### src/rtl/lif_tdm_scheduler.sv
// lif_tdm_scheduler: time-division multiplexes N_NEURONS virtual LIF neurons onto a single
// external combinational neuron datapath. Each timestep walks neuron 0..N_NEURONS-1, one per
// cycle, feeding the shared latched input spike vector plus that neuron's stored state to the
// datapath and writing the results back.
//
// Ports
//   clk, rst_n           clock, asynchronous active-low reset
//   cfg_valid/ready      config write handshake (accepted only when idle)
//   cfg_addr             {neuron index, field}; field 0 weights, 1 threshold, 2 shift, 3 clear
//   cfg_data             write data, LSB-aligned, truncated to the field width
//   in_valid/ready       timestep start handshake; in_spikes latched on acceptance
//   out_valid/ready      timestep result handshake; out_spikes bit i = neuron i spike
//   busy                 high whenever not idle
//   dp_*                 drive / return of the shared neuron datapath
module lif_tdm_scheduler #(
  parameter int unsigned N_STAGES  = 2,
  parameter int unsigned N_NEURONS = 4,
  localparam int unsigned INPUTS   = 2 ** N_STAGES,
  localparam int unsigned MEM_W    = N_STAGES + 2,
  localparam int unsigned IDX_W    = $clog2(N_NEURONS)
) (
  input  logic                    clk,
  input  logic                    rst_n,
  input  logic                    cfg_valid,
  output logic                    cfg_ready,
  input  logic [IDX_W+1:0]        cfg_addr,
  input  logic [7:0]              cfg_data,
  input  logic                    in_valid,
  output logic                    in_ready,
  input  logic [INPUTS-1:0]       in_spikes,
  output logic                    out_valid,
  input  logic                    out_ready,
  output logic [N_NEURONS-1:0]    out_spikes,
  output logic                    busy,
  output logic [INPUTS-1:0]       dp_inputs,
  output logic [INPUTS-1:0]       dp_weights,
  output logic [2:0]              dp_shift,
  output logic [MEM_W-1:0]        dp_threshold,
  output logic signed [MEM_W-1:0] dp_last_membrane,
  output logic                    dp_was_spike,
  input  logic signed [MEM_W-1:0] dp_new_membrane,
  input  logic                    dp_spike
);

  typedef enum logic [1:0] {StIdle, StRun, StDone} state_e;

  state_e state_q, state_d;

  // Per-neuron state
  logic [INPUTS-1:0]       weights_q   [N_NEURONS];
  logic [MEM_W-1:0]        threshold_q [N_NEURONS];
  logic [2:0]              shift_q     [N_NEURONS];
  logic signed [MEM_W-1:0] membrane_q  [N_NEURONS];
  logic                    was_spike_q [N_NEURONS];

  // Timestep control
  logic [INPUTS-1:0]    inputs_q;
  logic [IDX_W-1:0]     idx_q;
  logic [N_NEURONS-1:0] out_spikes_q;
  logic                 out_valid_q, out_valid_d;

  logic             cfg_fire;
  logic             start;
  logic             last_idx;
  logic [1:0]       cfg_field;
  logic [IDX_W-1:0] cfg_nid;
  logic [31:0]      cfg_ext;
  logic [IDX_W-1:0] dp_sel;
  logic             unused_cfg;

  assign cfg_field  = cfg_addr[1:0];
  assign cfg_nid    = cfg_addr[IDX_W+1:2];
  // Zero-extend so every field slice below is in range regardless of parameters.
  assign cfg_ext    = {24'd0, cfg_data};
  assign unused_cfg = ^cfg_ext;

  // Config wins over a simultaneous timestep start.
  assign cfg_fire = (state_q == StIdle) && cfg_valid;
  assign start    = (state_q == StIdle) && in_valid && !cfg_valid;
  assign last_idx = (idx_q == IDX_W'(N_NEURONS - 1));

  // ---------------------------------------------------------------------------------------------
  // FSM: state register
  // ---------------------------------------------------------------------------------------------
  always_ff @(posedge clk or negedge rst_n) begin
    if (!rst_n) begin
      state_q <= StIdle;
    end else begin
      state_q <= state_d;
    end
  end

  // ---------------------------------------------------------------------------------------------
  // FSM: next state
  // ---------------------------------------------------------------------------------------------
  always_comb begin
    state_d = state_q;
    unique case (state_q)
      StIdle:  if (start) state_d = StRun;
      StRun:   if (last_idx) state_d = StDone;
      StDone:  if (out_valid_q && out_ready) state_d = StIdle;
      default: state_d = StIdle;
    endcase
  end

  // out_valid rises on the first edge spent in DONE and drops on the handshake edge.
  assign out_valid_d = (state_q == StDone) && !(out_valid_q && out_ready);

  // ---------------------------------------------------------------------------------------------
  // FSM: outputs
  // ---------------------------------------------------------------------------------------------
  always_comb begin
    cfg_ready  = (state_q == StIdle);
    in_ready   = (state_q == StIdle) && !cfg_valid;
    busy       = (state_q != StIdle);
    out_valid  = out_valid_q;
    out_spikes = out_spikes_q;
    // Outside RUN the datapath sees neuron 0; its result is not written back.
    dp_sel           = (state_q == StRun) ? idx_q : '0;
    dp_inputs        = inputs_q;
    dp_weights       = weights_q[dp_sel];
    dp_shift         = shift_q[dp_sel];
    dp_threshold     = threshold_q[dp_sel];
    dp_last_membrane = membrane_q[dp_sel];
    dp_was_spike     = was_spike_q[dp_sel];
  end

  // ---------------------------------------------------------------------------------------------
  // Per-neuron registers: config writes when idle, datapath write-back in RUN
  // ---------------------------------------------------------------------------------------------
  always_ff @(posedge clk or negedge rst_n) begin
    if (!rst_n) begin
      for (int i = 0; i < int'(N_NEURONS); i++) begin
        weights_q[i]   <= '1;
        threshold_q[i] <= MEM_W'(5);
        shift_q[i]     <= '0;
        membrane_q[i]  <= '0;
        was_spike_q[i] <= 1'b0;
      end
    end else begin
      if (cfg_fire) begin
        unique case (cfg_field)
          2'd0: weights_q[cfg_nid]   <= cfg_ext[INPUTS-1:0];
          2'd1: threshold_q[cfg_nid] <= cfg_ext[MEM_W-1:0];
          2'd2: shift_q[cfg_nid]     <= cfg_ext[2:0];
          2'd3: begin
            membrane_q[cfg_nid]  <= '0;
            was_spike_q[cfg_nid] <= 1'b0;
          end
          default: ;
        endcase
      end
      if (state_q == StRun) begin
        // Stored verbatim; any overflow behaviour belongs to the datapath.
        membrane_q[idx_q]  <= dp_new_membrane;
        was_spike_q[idx_q] <= dp_spike;
      end
    end
  end

  // ---------------------------------------------------------------------------------------------
  // Timestep control registers
  // ---------------------------------------------------------------------------------------------
  always_ff @(posedge clk or negedge rst_n) begin
    if (!rst_n) begin
      inputs_q     <= '0;
      idx_q        <= '0;
      out_spikes_q <= '0;
      out_valid_q  <= 1'b0;
    end else begin
      out_valid_q <= out_valid_d;
      if (start) begin
        inputs_q     <= in_spikes;
        idx_q        <= '0;
        out_spikes_q <= '0;
      end else if (state_q == StRun) begin
        out_spikes_q[idx_q] <= dp_spike;
        idx_q               <= last_idx ? '0 : idx_q + 1'b1;
      end
    end
  end

endmodule
### config.mk
export PLATFORM = sky130hd
export DESIGN_NAME = lif_tdm_scheduler
export DESIGN_NICKNAME = d
export VERILOG_FILES = /design/src/rtl/lif_tdm_scheduler.sv
export SDC_FILE = /design/constraint.sdc
export NUM_CORES = 1
export LEC_CHECK = 0
export ABC_AREA = 1
export CAP_MARGIN = 20
export CORE_ASPECT_RATIO = 0.5
export CORE_UTILIZATION = 40
export DETAILED_ROUTE_END_ITERATION = 10
export REMOVE_ABC_BUFFERS = 1
export SLEW_MARGIN = 20
export SYNTH_ARGS = -nofsm -noshare
export SYNTH_HDL_FRONTEND = slang
export SYNTH_SLANG_ARGS = --single-unit
### constraint.sdc
create_clock -name clk -period 2.15 [get_ports clk]
set_clock_uncertainty 0.2 [all_clocks]
set_input_delay 0.3225 -clock clk [delete_from_list [all_inputs] [get_ports clk]]
set_output_delay 0.3225 -clock clk [all_outputs]
set_load 0.1 [all_outputs]
# --- After elaboration in Yosys (flattened, before gate mapping) ---
# Index checks and enable logic that the tools add are counted.
word_totals:
  inputBits: 26
  ff_bits: 77
  output_inout_bits: 28
op_classes:
  addsub: 1
  n_bitwise: 7
  n_eq_ne: 9
  reduce_logical: 19
  order_cmp: 7
  mux: 49
op_table:
  columns: ["op", "n"]
  rows:
  - ["4-bit two-way mux", 13]
  - ["16-bit bitwise mux", 3]
  - ["16-bit two-way mux", 3]
  - ["4-bit binary-select mux with 2-bit select", 3]
  - ["16-bit AND", 1]
  - ["4-bit demux with 2-bit select", 2]
  - ["16-bit inverter", 1]
  - ["2-bit two-way mux", 7]
  - ["12-bit bitwise mux", 1]
  - ["3-bit greater-or-equal comparator, second input constant", 3]
  - ["1-bit logical AND", 9]
  - ["3-bit two-way mux", 3]
  - ["2-bit inverter with 3-bit output", 3]
  - ["4-bit bitwise mux", 2]
  - ["2-bit equality test, second input constant", 4]
  - ["3-bit binary-select mux with 2-bit select", 1]
  - ["1-bit demux with 2-bit select", 3]
  - ["3-bit demux with 2-bit select", 1]
  - ["3-bit by 1-bit < comparator with 1-bit output, second input constant", 2]
  - ["2-bit case mux with 3 select lines", 1]
  - ["2-bit AND reduction", 3]
  - ["1-bit two-way mux", 5]
  - ["4-bit AND", 1]
  - ["2-bit by 1-bit equality test with 1-bit output, second input constant", 2]
  - ["other kinds (11)", 15]

# --- Longest topological paths before layout ---
logic_depth:
  word_depth: 11
  ltp_mapped: 8
  ltp_nobuf: 7

# --- Worst setup path before layout ---
# OpenSTA, ideal clock, no wires.
synth_path:
  kind: "flip-flop to output port"
  startpoint: "register state_q[0]"
  endpoint: "output in_ready"
  t_arrival_ns: 3.128
  setup_slack_ns: -1.500
  n_path_buf: 0
  path_stages_with_launch: 4
  path_cell_list: "dfrtp_1 > nor2_4 > inv_1 > nor2_1"
synth_between:
  elab_chain_len: 2
synth_rtl:
  columns: ["item", "line_no", "text"]
  rows:
  - ["from (decl)", "47", "state_e state_q, state_d;"]
  - ["from (signal assigned)", "87", "state_q <= StIdle;"]
  - ["from (signal assigned)", "89", "state_q <= state_d;"]
  - ["2-bit zero test", null, null]
  - ["via cfg_ready", "25", "output logic cfg_ready,"]
  - ["1-bit logical AND", "114", "in_ready = (state_q == StIdle) && !cfg_valid;"]
  - ["to (decl)", "29", "output logic in_ready,"]
# The timed path passes the listed nets, and every way through them passes these cells.

# --- Worst setup path in the final report ---
layout_path:
  startpoint: "register state_q[1]"
  endpoint: "output dp_threshold[2]"
layout_between:
  elab_chain_len: 6
layout_rtl:
  columns: ["item", "line_no", "text"]
  rows:
  - ["2-bit by 1-bit equality test with 1-bit output", "119", "dp_sel = (state_q == StRun) ? idx_q : '0;"]
  - ["2-bit two-way mux", "119", null]
  - ["2-bit inverter with 3-bit output (implied by the code)", "123", "dp_threshold = threshold_q[dp_sel];"]
  - ["4-bit binary-select mux with 2-bit select", "123", null]
  - ["4-bit two-way mux (implied by the code) (2 in a row)", "123", null]
  - ["to (decl)", "38", "output logic [MEM_W-1:0] dp_threshold,"]
# No other way between the ends. The select of a mux whose other input is x is not followed.

==> results.txt <==
Result of the run: finished with violations
Failing checks: design-rule violations, negative setup slack
Cell types occupying the most area after synthesis: sky130_fd_sc_hd__dfrtp_1 (31%), sky130_fd_sc_hd__nand2_1 (23%), sky130_fd_sc_hd__dfstp_2 (15%), sky130_fd_sc_hd__nand3_1 (9.6%), sky130_fd_sc_hd__inv_1 (7.3%)
Startpoint of the lowest-slack register-to-register path: state_q[1]
Slew HR: 0.701
Die Area: 11,000 sq um
Netlist area before placement: 4240 sq um
Final WS setup: -0.0945 ns
Number of detailed-routing iterations run before antenna repair: 7
Number of DRC violations after detailed-routing iteration 0: 212
FF+latch count, synth: 77
RSZ-0062 raised after global routing: true
Area of the core: 10,200 sq um
Latest clock arrival within the worst-skew pair: 0.34 ns
Wire length of the first global-routing pass: 18,300 um
IO Pins: 54
Ys Warns: 0
Most used DFF post-synth: sky130_fd_sc_hd__dfrtp_1
Data arrival at the endpoint of the critical path: 1.72 ns
Drt wl/cell: 14.4 um
Root Buffer: sky130_fd_sc_hd__clkbuf_16
Crit Reg-Reg Endpoint: shift_q[4]
Placement row count: 26
Syn avg cell area: 7.31 sq um
Final core occ: 0.588
Clock-pin transition on the worst setup and hold timing paths: 0.06 ns
Cell type contributing the most total cell area after synthesis: sky130_fd_sc_hd__dfrtp_1
Crit path max fanout: 8
Distinct cell type count after synthesis: 22
Number of buffers on the longest clock path: 2
CTS tree: yes
Maximum number of pins on one net before global-route repair: 33
Worst setup slack after placement: 0.0300 ns
WS Path Type: flop to output pin
Reg-to-reg setup timing slack: 0.28 ns
Total number of vias: 3,746
Antenna Diode Count: 0
Final number of max-transition violations: 0
Total number of clock tree sinks: 77
Fraction of registers with async set or reset after synthesis: 1.00
Min Hold Slack: 0.237 ns
Hold Path Class: primary input to async pin
Aggregate global-route resource usage: 0.217
Transition at the pin with the smallest max-transition slack: 0.448 ns
Number of antenna violations at the first check in global routing: 0
Drc violations: 1
Vias in the first global route: 3,585
DP Wirelength: 6860 um
Post-place instance area: 5150 sq um
Area added between synthesis and finish: 42.2%
Number of failing setup endpoints in the final timing report: 16
Number of enable flip-flop cells after synthesis: 0
Startpoint type of the worst setup path: flop
CP endpoint kind: output pin
Horizontal die dimension: 148 um
Post-route cell area: 6030 sq um
Post-route minimum period: 2.24 ns
Ratio of final minimum period to clock period: 1.04
Post-detailed-route count of antenna-violating nets: 0
CTS HTree Levels: 3
Largest incremental delay on the critical path: 0.38 ns
PortBufs: 49
Starting density of the core: 0.414
Fraction of the yosys area taken by sequential cells: 0.462
Weighted congestion at the end of routability-driven global placement: 0.771
Cell-by-cell trace of the critical path: inv_2, nand2_4, nor2_4, buf_12, buf_12, nand2_1, nand3_1, nand2_2, buf_12
Fin nets: 686
Num CTS Buffers: 9
Die Y: 74.8 um
CP max-delay cell: sky130_fd_sc_hd__dfrtp_1
Count of cells along the worst register-to-register path: 9
Most Frequent Cell on Critical Path: sky130_fd_sc_hd__buf_12
Post-detailed-route via-to-cell ratio: 4.68
GRT Residual Overflow: 0
Required time worst endpoint: 1.63 ns
Sum of routed wire length over all layers: 11,600 um
Number of hold-slack violations in the final timing report: 0
Top-area cell type share of the netlist area: 0.313
Fmax: 0.446 GHz
Reported max-cap violation count: 0
Instance count of the mapped netlist: 580
Share of cells above drive strength 1: 0.300
==> layer usage <==
layer,routed length [um],vias to the layer above,global-route usage
met4,73,0,0.0653
met1,5400,1739,0.291
met3,610,8,0.0430
met5,0,-,0
met2,5480,85,0.362
li1,-,1914,-
==> cells by family after synthesis <==
logic type,Yosys count,share of synthesized area
buf+inv,110,0.117
flops,77,0.462
simple gates,363,0.367
compound gates,26,0.0425
fa+ha+maj,4,0.0118
==> critical path, delay by kind of cell (launching register included) <==
family,cells,cell delay (ns)
buf+inv,4,0.51
simple gates,5,0.47
flops,1,0.38
==> cells in the final DEF (no fill, tap or decap), drive strengths merged, types with 8 or more instances in the layout <==
cell type      count
dfstp             24
inv               84
nand3             81
nor2               8
o21bai            20
clkdlybuf4s50     20
buf               63
clkbuf            17
dfrtp             53
nand2            272
==> flip-flops by register name, indices dropped and copies added (netlist names) <==
name,cells
weights_q,16
out_valid,1
membrane_q,16
shift_q,12
out_spikes,4
dp_inputs,4
idx_q,2
state_q,2
threshold_q,16
was_spike_q,4
==> layout make-up <==
| class | instances | area [sq um] |
|---|---|---|
| clock inverter | 3 | 42.5 |
| timing repair buffer | 88 | 1200 |
| clock buffer | 13 | 272 |
| sequential | 77 | 1960 |
| fill | 923 | 4220 |
| multi-input combinational | 393 | 2050 |
| tap | 140 | 175 |
| inverter | 87 | 335 |
==> stage by stage <==
stage                     setup TNS, ns  instances
after floorplan                   -8.75        557
after detailed placement              0        768
after global routing              -2.42        801
final                             -1.08        801
after global placement                0        768
after CTS                        -0.737        793
==> worst max-delay path by stage <==
| stage | start | end | slack [ns] | cells past startpoint |
|---|---|---|---|---|
| 2_1_floorplan | state_q[0] | in_ready | -1.50 | 3 |
| 3_3_place_gp | state_q[1] | dp_weights[1] | 0.08 | 7 |
| 3_5_place_dp | state_q[1] | dp_weights[1] | 0.03 | 7 |
| 4_1_cts | state_q[1] | dp_weights[0] | -0.06 | 9 |
| 5_1_grt | state_q[1] | dp_threshold[2] | -0.18 | 9 |
| 6_report | state_q[1] | dp_threshold[2] | -0.09 | 9 |
==> synth_stat cells, types with 2 or more instances <==
cell                       number
sky130_fd_sc_hd__nor2_1         2
sky130_fd_sc_hd__buf_6          7
sky130_fd_sc_hd__nor2_4         6
sky130_fd_sc_hd__buf_2          5
sky130_fd_sc_hd__clkbuf_1       5
sky130_fd_sc_hd__nand2_4        2
sky130_fd_sc_hd__nand2_2        9
sky130_fd_sc_hd__ha_1           4
sky130_fd_sc_hd__nand3_1       81
sky130_fd_sc_hd__a21oi_1        5
sky130_fd_sc_hd__clkinv_1       2
sky130_fd_sc_hd__inv_2          2
sky130_fd_sc_hd__dfstp_2       24
sky130_fd_sc_hd__nand2_1      261
sky130_fd_sc_hd__dfrtp_1       53
sky130_fd_sc_hd__o21bai_1      20
sky130_fd_sc_hd__buf_4          6
sky130_fd_sc_hd__inv_1         82
==> what timing repair did <==
action                                  4_1_cts  5_1_grt
resized for setup                            36       50
hold buffers                                  1        0
pin swaps                                     4       21
hold endpoints to repair                     20        0
gates cloned                                  2        5
buffers inserted                              6        3
endpoints found under the setup margin       17       16
Power is not shown: default switching activity piles up to over one toggle a cycle in this logic, so the estimate is an artifact.
